File: src/rtl/square_wave_gen.sv
// Square-wave / PWM generator: m ticks HIGH, n ticks LOW, one tick = TICK_DIV enabled clocks.
// Optional macro SQW_ONESHOT_EN adds a oneshot input that parks the FSM in DONE after one period.
module square_wave_gen #(
  parameter int W        = 8,
  parameter int TICK_DIV = 10
) (
  input  logic         clk,
  input  logic         reset,
  input  logic         en,
  input  logic [W-1:0] m,
  input  logic [W-1:0] n,
`ifdef SQW_ONESHOT_EN
  input  logic         oneshot,
`endif
  output logic         out,
  output logic         period_done,
  output logic         busy
);

  localparam int PW = (TICK_DIV > 1) ? $clog2(TICK_DIV) : 1;
  localparam logic [PW-1:0] PRE_MAX = PW'(TICK_DIV - 1);

`ifdef SQW_ONESHOT_EN
  typedef enum logic [1:0] {IDLE = 2'd0, HIGH = 2'd1, LOW = 2'd2, DONE = 2'd3} state_t;
`else
  typedef enum logic [1:0] {IDLE = 2'd0, HIGH = 2'd1, LOW = 2'd2} state_t;
`endif

  state_t        state_q, state_d;
  logic [PW-1:0] presc_q, presc_d;
  logic [W-1:0]  phase_q, phase_d;
  logic [W-1:0]  m_sh_q, m_sh_d;
  logic [W-1:0]  n_sh_q, n_sh_d;
  logic          pd_d;
  logic          tick;
  logic          boundary;
  logic          enter;

  // Shared by IDLE entry and period-boundary reload.
  function automatic state_t pick(input logic [W-1:0] mv, input logic [W-1:0] nv);
    if (mv != '0)      return HIGH;
    else if (nv != '0) return LOW;
    else               return IDLE;
  endfunction

  assign tick = en && (presc_q == PRE_MAX);
  assign busy = (state_q != IDLE);

  always_comb begin
    state_d  = state_q;
    presc_d  = presc_q;
    phase_d  = phase_q;
    m_sh_d   = m_sh_q;
    n_sh_d   = n_sh_q;
    pd_d     = 1'b0;
    boundary = 1'b0;
    enter    = 1'b0;

    case (state_q)
      IDLE: begin
        if (en) begin
          m_sh_d  = m;
          n_sh_d  = n;
          state_d = pick(m, n);
          enter   = 1'b1;
        end
      end
      HIGH: begin
        if (tick) begin
          if (phase_q == m_sh_q - W'(1)) begin
            if (n_sh_q != '0) begin
              state_d = LOW;
              enter   = 1'b1;
            end else begin
              boundary = 1'b1;
            end
          end else begin
            phase_d = phase_q + W'(1);
          end
        end
      end
      LOW: begin
        if (tick) begin
          if (phase_q == n_sh_q - W'(1)) boundary = 1'b1;
          else                           phase_d  = phase_q + W'(1);
        end
      end
`ifdef SQW_ONESHOT_EN
      DONE: begin
        if (!en) state_d = IDLE;
      end
`endif
      default: state_d = IDLE;
    endcase

    if ((state_q == HIGH) || (state_q == LOW)) begin
      if (tick)    presc_d = '0;
      else if (en) presc_d = presc_q + PW'(1);
    end

    if (boundary) begin
      pd_d  = 1'b1;
      enter = 1'b1;
`ifdef SQW_ONESHOT_EN
      if (oneshot) state_d = DONE;
      else
`endif
      begin
        m_sh_d  = m;
        n_sh_d  = n;
        state_d = pick(m, n);
      end
    end

    // Every phase entry restarts the time base so phases are exact multiples of a tick.
    if (enter) begin
      presc_d = '0;
      phase_d = '0;
    end
  end

  always_ff @(posedge clk) begin
    if (reset) begin
      state_q     <= IDLE;
      presc_q     <= '0;
      phase_q     <= '0;
      m_sh_q      <= '0;
      n_sh_q      <= '0;
      out         <= 1'b0;
      period_done <= 1'b0;
    end else begin
      state_q     <= state_d;
      presc_q     <= presc_d;
      phase_q     <= phase_d;
      m_sh_q      <= m_sh_d;
      n_sh_q      <= n_sh_d;
      out         <= (state_d == HIGH);
      period_done <= pd_d;
    end
  end

endmodule

File: config.mk
export PLATFORM = sky130hd
export DESIGN_NAME = square_wave_gen
export DESIGN_NICKNAME = d
export VERILOG_FILES = /design/src/rtl/square_wave_gen.sv
export SDC_FILE = /design/constraint.sdc
export NUM_CORES = 1
export LEC_CHECK = 0
export ABC_AREA = 1
export ABC_CLOCK_PERIOD_IN_PS = 2900
export CORE_MARGIN = 2
export CORE_UTILIZATION = 35
export DETAILED_ROUTE_END_ITERATION = 10
export DONT_BUFFER_PORTS = 1
export GPL_TIMING_DRIVEN = 1
export PLACE_DENSITY_LB_ADDON = 0.12
export SLEW_MARGIN = 10
export SYNTH_ARGS = -nofsm -noshare
export SYNTH_HDL_FRONTEND = slang
export SYNTH_SLANG_ARGS = --single-unit
File: constraint.sdc
create_clock -name clk -period 2.9 [get_ports clk]
set_clock_uncertainty 0.05 [all_clocks]
set_input_delay 0.58 -clock clk [delete_from_list [all_inputs] [get_ports clk]]
set_output_delay 0.58 -clock clk [all_outputs]
set_load 0.01 [all_outputs]
==> reports/summary.txt <==
status - completed
Final setup viols - 0
Cells after DPL - 417
Syn Nets - 378
top post-synthesis cells by area - dfxtp_1 29%, nand2_1 16%, inv_1 9.1%
detailed placement HPWL - 4011 um
leak pwr - 1.134 nW
final critical-path share of the clock period - 79.43%
Worst Setup Slack, final - 0.5966 ns
DR WL/cell - 12.13 um
first-pass GRT wire length - 8797 um
CTS tree - yes
setup TNS - 0 ns
Die ar. - 7036 sq um
R2R depth - 15
r2r setup slk - 0.60 ns
Worst setup EP type - flip-flop
WL final - 5141 um
max incr delay on CP - 0.43 ns
Post-Syn Instances - 349
Pwr Density - 443.6 nW/um^2
Residual DRC - 0
initial detailed-routing violation count - 88
CP Class - reg -> reg
Final nets - 376
leading area contributor after synthesis - dfxtp_1
share of layout cells above drive strength 1 - 6.052%
end of the worst register-to-register path - presc_q[3]$_SDFFE_PP0P_
total power - 0.001040 W
Netlist cell types - 28
Sequential Area - 640.6 sq um
clk buf depth - 2
port bufs - 0
worst vdd ir - 0.0003160 V
syn avg cell area - 6.399 sq um
WL met2 - 2233 um
largest net degree at the start of global routing - 31
DRT Pass-1 Iters - 4
area of the core - 6277 sq um
DIE WIDTH - 83.88 um
TritonCTS buffer count - 5
# hold bufs at CTS - 0
Total GRT Usage - 15.55%
pins over their slew limit - 0
area post-placement - 2267 sq um
switch share - 31.92%
CP Cell Sequence - inv_1, ha_1, inv_1, nand2_1, nand2_1, nand2_1, nand2_1, nor2_1, nand2_1, nor2_2, nand3_1, nand2_1, nand2_4, nand4_1, nor3_1
CP Launch Type - flip-flop
clock root buffer - clkbuf_8
Final Hold Fails - 0
final cell count without fillers - 424
Worst EP required - 3.04 ns
gp weighted congestion - 0.8358
Via density - 4.792
global route overflow - 0
Critical path origin - m_sh_q[0]$_SDFFE_PP0P_
Worst-path clk slew - 0.06 ns
Comb power frac - 21.8%
Design Area, Final - 2345 sq um
Layout area overhead - 4.986%
I/O pin total - 22
maxcap violations - 0
Seq/Total Area, Yosys - 28.68%
CTS resizes - 0
net switching power - 0.0003321 W
multi-input logic area - 1305 sq um
FF-to-FF Start - m_sh_q[0]$_SDFFE_PP0P_
post-synthesis register bit count - 32
synth warn - 0
WL met3 - 197 um
Slew HR - 63.44%
Die Span Y - 83.88 um
vias in the first global route - 1902
post-CTS setup repair buffer count - 0
via count - 2032
antenna cells - 0
HP Class - in -> reg
clock latency on the worst-skew pair - 0.28 ns
Synth top area share - 28.68%
Internal Dissipation - 0.0007081 W
antenna violations before repair - 0
RSZ-0062 raised after global routing - no
Clock H-tree levels - 2
Clk pwr share - 30.9%
CP max FO - 12
CP dominant cell by count - nand2_1
DRT antenna net count - 0
Filler cells - 694
M1 wire length - 2627 um
# rows - 29
max layer used - met4
f_max - 434.1 MHz
Num Clock Sinks - 32
worst slew pin tran - 0.5468 ns
Starting Density - 35.58%
part of the power in registers - 47.2%
post-route minimum period - 2.303 ns
slowest CP cell - nand4_1
crit path DAT - 2.44 ns
synthesized area - 2233 sq um
worst setup path end - presc_q[3]$_SDFFE_PP0P_
pre-CTS WS - 0.6045 ns
==> per-layer routing <==
layer,global-route usage (%),vias up
met3,3.066,8
met1,21.32,883
met4,4.839,0
met2,24.58,43
met5,0,-
li1,-,1098
==> worst min path at each step <==
stage                                       from                endpoint  slack (ns)  cells after the start
after global placement    m_sh_q[1]$_SDFFE_PP0P_  m_sh_q[1]$_SDFFE_PP0P_        0.45                      2
after CTS                                  reset  m_sh_q[4]$_SDFFE_PP0P_        0.30                      1
after floorplan           m_sh_q[1]$_SDFFE_PP0P_  m_sh_q[1]$_SDFFE_PP0P_        0.42                      2
after global routing                       reset  m_sh_q[1]$_SDFFE_PP0P_        0.31                      1
after detailed placement  m_sh_q[1]$_SDFFE_PP0P_  m_sh_q[1]$_SDFFE_PP0P_        0.46                      2
final                                      reset   state_q[1]$_SDFF_PP0_        0.31                      1
==> cells in the final DEF (no fill, tap or decap), drive strengths merged, types with 9 or more instances in the layout <==
master,instances
xor2,13
dfxtp,32
a21oi,31
inv,58
nand4,9
nor2,24
ha,10
o21ai,19
nand3,28
nand2,100
==> critical path, delay by kind of cell (launching register included) <==
kind,cells,cell delay (ns)
buffers and inverters,2,0.16
AND/OR/NAND/NOR,12,1.37
flip-flops,1,0.37
adder cells (fa/ha/maj),1,0.26
==> area by class of cell <==
type	count	share of cell area, %
Inverter	58	9.285
Timing Repair Buffer	1	0.3202
Clock buffer	6	3.095
Multi-Input combinational cell	249	55.66
Sequential cell	32	27.32
Clock inverter	1	0.2134
Tap cell	77	4.109
==> cells in the mapped netlist (all sizes together) <==
cell    number
nor2        24
o211ai       2
or2          1
ha          10
o21bai       1
o21ai       19
nand2      100
buf          9
nor3         5
clkbuf       1
inv         58
a21oi       31
xnor2        5
nand4        9
nor4         1
nand3       28
xor2        13
dfxtp       32
==> flip-flops by register name, indices dropped and copies added (netlist names) <==
register and flops:
state_q 2, period_done 1, presc_q 4, n_sh_q 8, out 1, m_sh_q 8, phase_q 8
==> per-stage QoR <==
stage / util (%) / hold WS (ns)
2_1_floorplan: - / 0.4184
3_3_place_gp: 36.12 / 0.4475
3_5_place_dp: 36.12 / 0.4579
4_1_cts: 37.35 / 0.3017
5_1_grt: 37.35 / 0.3057
6_report: 37.35 / 0.3130
==> cell families (layout without fill, tap and decap cells) <==
group           after synthesis  after routing  share of synthesized area, %
buf+inv                      68             66                         12.88
fa+ha+maj                    10             10                         5.602
xor+xnor                     18             18                         7.059
flops                        32             32                         28.68
compound gates               53             53                         12.89
simple gates                168            168                         32.88
==> power groups by stage <==
stage | clock, W | sequential, W | combinational (W)
after global routing | 0.000349 | 0.000495 | 0.000267
after CTS | 0.000340 | 0.000491 | 0.000228
final | 0.000322 | 0.000491 | 0.000227
after global placement | 0 | 0.000501 | 0.000228
after floorplan | 0 | 0.000491 | 0.000200
after detailed placement | 0 | 0.000501 | 0.000228
Power figures use the tool's default switching activity.
